File: src/rtl/dec8_to_bin32.sv
// Sequential packed-BCD to binary converter, MSD first, one digit per clock.
// Optional invalid-digit flag `err` is built only when DEC2BIN_ERR_EN is defined.
module dec8_to_bin32 #(
  parameter int N_DIG = 8
) (
  input  logic               clk,
  input  logic               rst,
  input  logic               st,
  input  logic [4*N_DIG-1:0] DEC,
  output logic [31:0]        BIN,
  output logic [2:0]         ptr_dig,
  output logic               en_conv,
  output logic               ok_conv
`ifdef DEC2BIN_ERR_EN
  ,
  output logic               err
`endif
);

  typedef enum logic {IDLE, CONV} state_t;

  state_t             state_q, state_d;
  logic [4*N_DIG-1:0] sr_q, sr_d;
  logic [31:0]        acc_q, acc_d;
  logic [31:0]        bin_q, bin_d;
  logic [2:0]         ptr_q, ptr_d;
  logic               ok_q, ok_d;
  logic [3:0]         digit;
  logic [31:0]        acc_mac;

`ifdef DEC2BIN_ERR_EN
  logic               bad_q, bad_d;
  logic               err_q, err_d;
  logic               bad_now;
`endif

  always_ff @(posedge clk or posedge rst) begin
    if (rst) begin
      state_q <= IDLE;
      sr_q    <= '0;
      acc_q   <= '0;
      bin_q   <= '0;
      ptr_q   <= '0;
      ok_q    <= 1'b0;
`ifdef DEC2BIN_ERR_EN
      bad_q   <= 1'b0;
      err_q   <= 1'b0;
`endif
    end else begin
      state_q <= state_d;
      sr_q    <= sr_d;
      acc_q   <= acc_d;
      bin_q   <= bin_d;
      ptr_q   <= ptr_d;
      ok_q    <= ok_d;
`ifdef DEC2BIN_ERR_EN
      bad_q   <= bad_d;
      err_q   <= err_d;
`endif
    end
  end

  // acc*10 + d; wraps to 32 bits if non-BCD nibbles overflow it
  assign digit   = sr_q[4*N_DIG-1 -: 4];
  assign acc_mac = (acc_q << 3) + (acc_q << 1) + {28'd0, digit};

  always_comb begin
    state_d = state_q;
    sr_d    = sr_q;
    acc_d   = acc_q;
    bin_d   = bin_q;
    ptr_d   = ptr_q;
    ok_d    = 1'b0;
`ifdef DEC2BIN_ERR_EN
    bad_now = (digit > 4'd9);
    bad_d   = bad_q;
    err_d   = err_q;
`endif
    if (st) begin
      // start from idle and restart while busy behave identically
      state_d = CONV;
      sr_d    = DEC;
      acc_d   = '0;
      ptr_d   = 3'(N_DIG - 1);
`ifdef DEC2BIN_ERR_EN
      bad_d   = 1'b0;
`endif
    end else if (state_q == CONV) begin
      acc_d = acc_mac;
      sr_d  = sr_q << 4;
`ifdef DEC2BIN_ERR_EN
      bad_d = bad_q | bad_now;
`endif
      if (ptr_q == 3'd0) begin
        state_d = IDLE;
        ok_d    = 1'b1;
        ptr_d   = 3'd0;
`ifdef DEC2BIN_ERR_EN
        err_d   = bad_q | bad_now;
        bin_d   = (bad_q | bad_now) ? 32'd0 : acc_mac;
`else
        bin_d   = acc_mac;
`endif
      end else begin
        ptr_d = ptr_q - 3'd1;
      end
    end
  end

  assign BIN     = bin_q;
  assign ptr_dig = ptr_q;
  assign en_conv = (state_q == CONV);
  assign ok_conv = ok_q;
`ifdef DEC2BIN_ERR_EN
  assign err     = err_q;
`endif

endmodule

File: config.mk
export PLATFORM = sky130hd
export DESIGN_NAME = dec8_to_bin32
export DESIGN_NICKNAME = d
export VERILOG_FILES = /design/src/rtl/dec8_to_bin32.sv
export SDC_FILE = /design/constraint.sdc
export NUM_CORES = 1
export LEC_CHECK = 0
export ABC_AREA = 1
export CORE_UTILIZATION = 48
export CTS_BUF_LIST = sky130_fd_sc_hd__clkbuf_8
export DETAILED_ROUTE_END_ITERATION = 10
export GPL_ROUTABILITY_DRIVEN = 0
export HOLD_SLACK_MARGIN = 0.1
export MAX_ROUTING_LAYER = met4
export PLACE_DENSITY = 0.67
export SYNTH_ARGS = -nofsm -noshare
export SYNTH_HDL_FRONTEND = slang
export SYNTH_SLANG_ARGS = --single-unit
File: constraint.sdc
create_clock -name clk -period 3.68 [get_ports clk]
set_clock_uncertainty 0.05 [all_clocks]
set_input_delay 0.736 -clock clk [delete_from_list [all_inputs] [get_ports clk]]
set_output_delay 0.736 -clock clk [all_outputs]
set_load 0.1 [all_outputs]
==> metrics.md, run 1 <==
| Metric | Value |
|---|---|
| Area after DPL | `0.00745 mm2` |
| Reg-to-reg startpoint | `acc_q[2]` |
| Clock Tree Root | `clkbuf_8` |
| CTS max path bufs | `2` |
| Worst skew pair latency | `~0.39 ns` |
| First-pass DRT Iterations | `5` |
| Vias/cell | `5.01` |
| Avg Cell Area, Syn | `7.38 um2` |
| Power consumption | `4.40 mW` |
| Max Freq | `around 350 MHz` |
| Met3 Use GR | `5.50%` |
| Synth Instances | `885` |
| GR Util met1 | `34.6%` |
| Initial DRC count | `326` |
| Critical Path End Type | `output port` |
| Share of post-route cells with drive strength above 1 | `~7%` |
| Fin cells | `1134` |
| Rows | `42` |
| Crit path from | `en_conv` |
| Seq/Total Area, Yosys | `38.3%` |
| Busiest grt layer | `met2` |
| # Max-Cap Violations | `0` |
| Vias in the first global route | `5448` |
| CP peak stage delay | `1.19 ns` |
| Hold crit path type | `reg2reg` |
| Startpoint types | `flip-flop` |
| Fillers | `1292` |
| Pwr/cell area | `575 mW/mm2` |
| Die Y | `119 um` |
| WP buf/inv | `1` |
| Initial Utilization | `49.3%` |
| Final HPWL DP | `12.1 mm` |
| Final hold violation count | `0` |
| Resized cells post-CTS | `0` |
| Final worst path period need | `2.90 ns` |
| Place WS | `1.09 ns` |
| Post-synth ARST share | `100%` |
| DRC | `0` |
| Finished Cell Area | `0.00765 mm2` |
| Via Count | `5678` |
| Critical-path top delay cell | `clkdlybuf4s50_1` |
| Post-synth top flop | `dfrtp_1` |
| GR Overflow Total | `0` |
| Diode count | `0` |
| Pleak | `4.22 nW` |
| RSZ-0062 raised after global routing | `no` |
| Most common cell after layout, fill and taps aside | `nand2_1` |
| Slew HR | `31.6%` |
| Maximum fanout along the worst path | `5` |
| Critical Path AT | `around 2.1 ns` |
| Clock transition at path regs | `0.11 ns` |
| Final setup violation count | `0` |
| Port Buffers | `71` |
| Die width | `119 um` |
| Cell Area, Synth | `0.00653 mm2` |
| Area leader, netlist | `dfrtp_1` |
| Max VDD drop | `276 uV` |
| Largest net degree at the start of global routing | `49` |
| Final wirelength | `16.0 mm` |
| TritonCTS clock tree | `done` |
| Final nets | `1050` |
| Synth unique cells | `39` |
| Clock sink count | `100` |
| Post-synth top area share | `38.3%` |
| Initial antenna violation count | `0` |
| Layout area overhead | `17.1%` |
| Core Area | `0.0132 mm2` |
| Crit-path cells | `clkdlybuf4s50_1` |
| Worst-Margin Slew | `1.02 ns` |
| Status | `finished clean` |
| Number of synthesized register bits | `100` |
| Global-route wire length before repair | `27.0 mm` |
| Routed Antenna Nets | `0` |
| Routed len/inst | `14.1 um` |
| Synthesized net count | `982` |
| Setup bufs post-CTS | `0` |
| Num CTS Buffers | `9` |
| Hold_buf cts | `0` |
| Area contributors post-synth | `dfrtp_1 38%, nand2_1 19%, ha_1 11%` |
| Crit-path leading delay family | `buffers and inverters` |
| Number of synthesized flops with an enable pin | `0` |
| Critical path required time | `2.89 ns` |
| DIE AREA | `0.0141 mm2` |
| Boundary Pins | `72` |
| H-tree depth reported by CTS | `3` |
| Final setup TNS | `0 ns` |
| Worst Setup Slack, final | `0.782 ns` |
| Commonest cells after routing, fill and taps aside | `329 x nand2_1, 114 x inv_1, 100 x dfrtp_1, 71 x clkdlybuf4s50_1, 61 x nand3_1` |
| Placed Instances | `1118` |
| Fin crit share | `between 70% and 80%` |
| Hold Startpoint | `BIN[20]` |
| Met2 layer usage reported by global route | `38.0%` |
| Ys Warns | `0` |
| GRT Util Overall | `between 20% and 30%` |
| CP Class | `reg2out` |
| Final slew viol count | `0` |
## through the flow
step | utilization (%) | hold WS [ns]
floorplan | - | 0.402
global placement | 56.2 | 0.409
detailed placement | 56.2 | 0.415
CTS | 57.8 | 0.448
global route | 57.8 | 0.465
finish | 57.8 | 0.442
## worst paths after layout
kind	end	slack, ns	cells past startpoint
setup reg to reg	acc_q[18]	1.19	13
hold / removal	BIN[20]	0.44	2
min in group asynchronous	ok_conv	0.61	2
max in group asynchronous	acc_q[6]	2.29	3
setup / recovery	en_conv	0.78	1
hold reg to reg	BIN[20]	0.44	2
## layer usage
layer | vias up | wire length [um]
met1 | 2587 | 7850
met2 | 136 | 7040
met4 | 0 | 179
met5 | - | 0
li1 | 2942 | -
met3 | 13 | 957
## power by group
group	total (mW)	leakage [nW]	switching [mW]	internal [mW]
clock	0.722	0.100	0.438	0.284
combinational	2.20	2.84	1.48	0.717
sequential	1.48	1.28	0.171	1.31
## sequential cells by signal, indices dropped and copies added (netlist names)
| name | flops |
|---|---|
| ptr_dig | 3 |
| ok_conv | 1 |
| en_conv | 1 |
| BIN | 32 |
| acc_q | 31 |
| sr_q | 32 |
## layout make-up
class | count | area [um2] | area share [%]
well taps | 176 | 220 | 2.88
inverters | 123 | 464 | 6.07
clock buffers | 10 | 138 | 1.80
repair buffers | 79 | 783 | 10.2
flip-flops and latches | 100 | 2500 | 32.7
clock inverters | 6 | 63.8 | 0.834
multi-input cells | 640 | 3480 | 45.5
## worst reg2reg max path, stage by stage, from the launching register on
cell,delay (ns)
dfrtp_1,0.41
inv_1,0.10
fa_1,0.46
fa_1,0.48
inv_1,0.09
nand3_1,0.08
nand3_2,0.11
nand2_1,0.07
nand2_2,0.11
nand2_1,0.06
nand2_1,0.07
xor2_1,0.20
nand2_1,0.08
nand2_1,0.07
## logic make-up after synthesis
kind of cell	synth area share, %
fa+ha+maj	12.1
simple gates	30.3
buf+inv	8.54
compound gates	9.00
flops	38.3
xor+xnor	1.74
## synth_stat cells, types with 3 or more instances
| cell type | count |
|---|---|
| a21oi_1 | 25 |
| buf_2 | 11 |
| clkbuf_1 | 10 |
| dfrtp_1 | 100 |
| ha_1 | 60 |
| inv_1 | 115 |
| inv_2 | 7 |
| nand2_1 | 329 |
| nand2_2 | 11 |
| nand3_1 | 61 |
| nand3_2 | 4 |
| nand3b_1 | 4 |
| nand4_1 | 4 |
| nor2_1 | 38 |
| nor2_2 | 7 |
| nor2_4 | 4 |
| o211a_1 | 3 |
| o211ai_1 | 12 |
| o21ai_0 | 26 |
| o21ai_1 | 13 |
| o221ai_1 | 3 |
| o22ai_1 | 3 |
| or2_2 | 3 |
| xnor2_1 | 9 |
| xor2_1 | 4 |
(Power assumes the default switching activity.)
==> run 2: changes to the inputs <==
==> constraint.sdc (replaced) <==
create_clock -name clk -period 2.9 [get_ports clk]
set_clock_uncertainty 0.05 [all_clocks]
set_input_delay 0.58 -clock clk [delete_from_list [all_inputs] [get_ports clk]]
set_output_delay 0.58 -clock clk [all_outputs]
set_load 0.1 [all_outputs]
==> metrics.md, run 2 (synthesis results as in run 1) <==
| Metric | Value |
|---|---|
| GR Overflow Total | `0 (unchanged)` |
| Via Count | `5716 (+0.67%)` |
| Final HPWL DP | `12.5 mm (+2.7%)` |
| Critical Path End Type | `flip-flop` |
| Core Area | `0.0132 mm2 (unchanged)` |
| Initial DRC count | `316 (-3.1%)` |
| Commonest cells after routing, fill and taps aside | `329 x nand2_1, 115 x inv_1, 100 x dfrtp_1, 61 x nand3_1, 60 x ha_1` |
| Clock transition at path regs | `0.11 ns (about the same)` |
| Diode count | `0 (unchanged)` |
| Clock sink count | `100 (unchanged)` |
| Area after DPL | `0.00738 mm2 (-0.96%)` |
| Fin crit share | `85.7%` |
| Resized cells post-CTS | `0 (unchanged)` |
| Num CTS Buffers | `9 (unchanged)` |
| Final nets | `1051 (+0.095%)` |
| Final hold violation count | `0 (unchanged)` |
| Fillers | `1284 (-0.62%)` |
| Die Y | `119 um (unchanged)` |
| Routed Antenna Nets | `0 (unchanged)` |
| DIE AREA | `0.0141 mm2 (unchanged)` |
| Global-route wire length before repair | `28.1 mm (+4.1%)` |
| H-tree depth reported by CTS | `3 (unchanged)` |
| RSZ-0062 raised after global routing | `no` |
| Clock Tree Root | `clkbuf_8` |
| Boundary Pins | `72 (unchanged)` |
| Maximum fanout along the worst path | `4 (-1)` |
| Vias in the first global route | `5574 (+2.3%)` |
| Vias/cell | `5.04 (+0.58%)` |
| Final slew viol count | `0 (unchanged)` |
| Hold crit path type | `reg2reg` |
| Setup bufs post-CTS | `0 (unchanged)` |
| Pwr/cell area | `738 mW/mm2 (+28%)` |
| GRT Util Overall | `26.2% (+1.0 points)` |
| DRC | `0 (unchanged)` |
| Max VDD drop | `406 uV (+47%)` |
| Startpoint types | `flip-flop` |
| Worst-Margin Slew | `0.536 ns (-0.487 ns)` |
| Share of post-route cells with drive strength above 1 | `10.7% (+3.9 points)` |
| Status | `finished clean` |
| TritonCTS clock tree | `done` |
| Hold_buf cts | `0 (unchanged)` |
| Finished Cell Area | `0.00757 mm2 (-1.0%)` |
| Final wirelength | `16.7 mm (+4.1%)` |
| Worst skew pair latency | `0.40 ns (about the same)` |
| Power consumption | `5.59 mW (+27%)` |
| Layout area overhead | `16.0%` |
| Routed len/inst | `14.7 um (+4.0%)` |
| Pleak | `4.28 nW (+1.5%)` |
| CP Class | `reg2reg` |
| Fin cells | `1135 (+0.088%)` |
| Critical path required time | `3.19 ns (+0.30 ns)` |
| Critical Path AT | `2.77 ns (+0.66 ns)` |
| First-pass DRT Iterations | `7 (+2)` |
| Final setup violation count | `0 (unchanged)` |
| Placed Instances | `1119 (+0.089%)` |
| Final setup TNS | `0 ns (unchanged)` |
| Largest net degree at the start of global routing | `101 (+110%)` |
| Max Freq | `402 MHz` |
| Final worst path period need | `2.48 ns` |
| # Max-Cap Violations | `0 (unchanged)` |
| Initial antenna violation count | `0 (unchanged)` |
| Slew HR | `64.3% (+33 points)` |
| CTS max path bufs | `2 (unchanged)` |
| Rows | `42 (unchanged)` |
| Port Buffers | `71 (unchanged)` |
| Initial Utilization | `49.3% (unchanged)` |
| Most common cell after layout, fill and taps aside | `nand2_1` |
| Die width | `119 um (unchanged)` |
[run 2: changes by cell type in the layout (fill, tap and decap cells not counted), sizes merged]
cell | previous run | this run
buf | 8 | 46
clkdlybuf4s50 | 71 | 34
clkinvlp | 1 | 2
inv | 126 | 125
[run 2: final timing paths]
kind	startpoint	end	slack [ns]	depth (start not counted)
setup / recovery	acc_q[0]	acc_q[18]	0.42	13
hold / removal	BIN[19]	BIN[19]	0.44	2
setup reg to reg	acc_q[0]	acc_q[18]	0.42	13
hold reg to reg	BIN[19]	BIN[19]	0.44	2
max in group asynchronous	rst	acc_q[21]	1.77	3
min in group asynchronous	rst	sr_q[4]	0.63	3
[run 2: area by class of cell]
class | instances | area, um2 | area share [%]
Multi-Input combinational cell | 640 | 3480 | 45.9
Tap cell | 176 | 220 | 2.91
Inverter | 123 | 465 | 6.15
Timing Repair Buffer | 80 | 711 | 9.38
Sequential cell | 100 | 2500 | 33.0
Clock inverter | 6 | 58.8 | 0.776
Clock buffer | 10 | 138 | 1.82
[run 2: where the power goes]
part / internal, mW / leakage (nW) / switching (mW)
sequential: 1.66 / 1.28 / 0.219
clock: 0.356 / 0.101 / 0.575
combinational: 0.885 / 2.90 / 1.90
total: 2.90 / 4.28 / 2.69
[run 2: metrics by stage]
step | utilization (%) | setup slack [ns] | hold WS [ns]
4_1_cts | 57.2 | 0.414 | 0.446
3_3_place_gp | 55.7 | 0.467 | 0.411
6_report | 57.2 | 0.415 | 0.442
3_5_place_dp | 55.7 | 0.429 | 0.420
2_1_floorplan | - | 0.660 | 0.402
5_1_grt | 57.2 | 0.187 | 0.466
[run 2: per-layer routing]
metal  vias up  track usage (%)  share of wire, %
li1       2945                -                 -
met4         0             8.54               2.0
met1      2603             37.4                50
met5         -                -                 0
met3        20             3.67               4.8
met2       148             38.2                43
[run 2: worst max-delay path: stages (launching register included)]
cell and delay (ns):
dfrtp_1 0.39, inv_1 0.09, fa_1 0.47, fa_1 0.46, inv_1 0.08, nand3_1 0.09
nand3_2 0.12, nand2_1 0.07, nand2_2 0.11, nand2_1 0.07, nand2_1 0.07, xor2_1 0.20
nand2_1 0.07, nand2_1 0.07
==> variant (config.mk and constraints of run 1) <==
Add an input register stage for `st` and `DEC`, with the module's reset; this delays them by one clock.
--- a/src/rtl/dec8_to_bin32.sv
+++ b/src/rtl/dec8_to_bin32.sv
@@ -18,6 +18,19 @@
 );
 
   typedef enum logic {IDLE, CONV} state_t;
+
+  logic st_q;
+  logic [4*N_DIG-1:0] DEC_q;
+
+  always_ff @(posedge clk or posedge rst) begin
+    if (rst) begin
+      st_q  <= '0;
+      DEC_q <= '0;
+    end else begin
+      st_q  <= st;
+      DEC_q <= DEC;
+    end
+  end
 
   state_t             state_q, state_d;
   logic [4*N_DIG-1:0] sr_q, sr_d;
@@ -76,10 +89,10 @@
     bad_d   = bad_q;
     err_d   = err_q;
 `endif
-    if (st) begin
+    if (st_q) begin
       // start from idle and restart while busy behave identically
       state_d = CONV;
-      sr_d    = DEC;
+      sr_d    = DEC_q;
       acc_d   = '0;
       ptr_d   = 3'(N_DIG - 1);
 `ifdef DEC2BIN_ERR_EN
Formal check against the unedited RTL: not equivalent (Yosys sat finds a counterexample within 4 cycles, from zero or initial values and one cycle with rst high).
==> variant against run 1 <==
The run now ends with design-rule violations left. Sequential power rose by 25%. Cell area rose by 13%. Power increased by 17%. Combinational power decreased by 7%. Worst setup slack better by 34 ps. Sequential cell count grew 33. Wire length grew 1.5%. Synthesized area up 12%.
==> variant: results <==
[finish]
antennaDiodeCount = 0
instances_no_fill = 1195
fillCellCount = 1386
drive_gt1_share_pct = 7.023
nets = 1095

[worst_setup_path]
r2r_end = "acc_q[16]"
crit_end = "en_conv"
crit_start = "en_conv"
cp.arrival_ps = 2080
critPathMaxFanout = 4
cpLargestDelayFamily = "buffers and inverters"
critPathSlowestCell = "clkdlybuf4s50_1"
rrSetupSlack_ps = 1180
cp_slowest_stage_delay_ps = 1180
worst-r2r-cell-count = 11
crit-reg2reg-launch = "acc_q[0]"

[cts]
cts_setup_buffers = 0
root_buffer = "clkbuf_8"
clock_latency_ps = 460
clk_pin_slew_ps = 80
cts_buffers = 17
h-tree-depth = 4
clock_path_buffers = 2
cts_resized = 0

[sta]
maxSlewViolCount = 0
slew_headroom_pct = 33.42

[pwr]
internal-power_mw = 2.941
peakVddDrop_uv = 320.3
power.leakage_nw = 4.675
combPwrFrac_pct = 39.8

[synthesis]
synth_common_cells = "nand2_1 (345), dfrtp_1 (133), inv_1 (125), nand3_1 (61), ha_1 (60)"
synth_adder_area_share_pct = 10.77
synth_cell_types = 32
yosysSeqAreaShare_pct = 45.34
muxShareOfSynthArea_pct = 0
synth.yosys.warnings = 0
syn_avg_cell_area_um2 = 7.945
ys_async_sr_fraction_pct = 100.0
synthTopCellsByArea = "dfrtp_1 (45%), nand2_1 (18%), ha_1 (10%)"
synth_xor_area_share_pct = 1.432
syn_nets = 1021
synth-compound-area-share_pct = 7.994

[min_path]
hold_class = "register to register"

[global_route]
grt_max_degree = 134
grt_pass1_wl_mm = 27.88
antenna_found_initial = 0
grt_pass1_vias = 5672
grt_use_total_pct = 23.45

[drt]
dr_total_vias = 5912
firstDrtPassIters = 11
wirelength_mm = 16.26
drc = 3
drt_iter0_markers = 303

[status]
outcome = "finished with violations"
violations = "design-rule violations"

[placement]
place_area_mm2 = 0.008247
dpl.hpwl_mm = 11.87
port_buffers = 71
## variant: final cells by class
cell class,instances,area (um^2),share of cell area [%]
Multi-Input combinational cell,636,3417,39.51
Sequential cell,133,3328,38.48
Clock buffer,18,247.7,2.864
Timing Repair Buffer,77,768.2,8.882
Inverter,133,503.0,5.815
Clock inverter,14,155.1,1.794
Tap cell,184,230.2,2.662
## variant: per-stage QoR
| stage | worst slack (ps) | hold WS, ps | utilization, % | power [mW] |
|---|---|---|---|---|
| global placement | 1216 | 389.9 | 55.89 | 3.901 |
| floorplan | 1243 | 379.6 | - | 3.407 |
| detailed placement | 1179 | 392.9 | 55.89 | 3.926 |
| finish | 815.9 | 408.9 | 58.62 | 5.127 |
| CTS | 774.0 | 408.7 | 58.62 | 5.179 |
| global route | 714.5 | 428.7 | 58.62 | 5.520 |
## variant: logic make-up after synthesis
| kind of cell | Yosys count |
|---|---|
| xor gates and xnor gates | 12 |
| and+or+nand+nor | 469 |
| adders and majority gates | 62 |
| DFF | 133 |
| AOI/OAI and AO/OA | 93 |
| buffers and inverters | 155 |
## variant: how the worst min path moves through the flow
stage                         start  endpoint  slack, ps  depth (start not counted)
after floorplan            DEC_q[2]   sr_q[2]        380                          2
after global placement    DEC_q[13]  sr_q[13]        390                          2
after detailed placement   DEC_q[8]   sr_q[8]        390                          2
after CTS                  DEC_q[8]   sr_q[8]        410                          2
final                      DEC_q[8]   sr_q[8]        410                          2
after global routing       DEC_q[8]   sr_q[8]        430                          2
## variant: tightest hold or removal path, delay by kind of cell (launching register included)
kind               cells  cell delay, ps
DFF                    1             330
and+or+nand+nor        1              50
AOI/OAI and AO/OA      1              50
## variant: power by group through the flow
stage          registers, mW  clock network [mW]  logic (mW)
2_1_floorplan           2.16                   0        1.25
3_3_place_gp            1.88                   0        2.02
3_5_place_dp            1.88                   0        2.05
4_1_cts                 1.85                1.27        2.05
5_1_grt                 1.88                1.34        2.30
6_report                1.85                1.24        2.04
## variant: layer usage
| layer | part of all wire [%] | global-route usage [%] | wire [um] | up-vias |
|---|---|---|---|---|
| met4 | 2.0 | 8.034 | 330 | 0 |
| met2 | 46 | 36.44 | 7531 | 125 |
| met1 | 48 | 30.61 | 7789 | 2703 |
| li1 | - | - | - | 3066 |
| met3 | 3.7 | 4.800 | 608 | 18 |
| met5 | 0 | - | 0 | - |
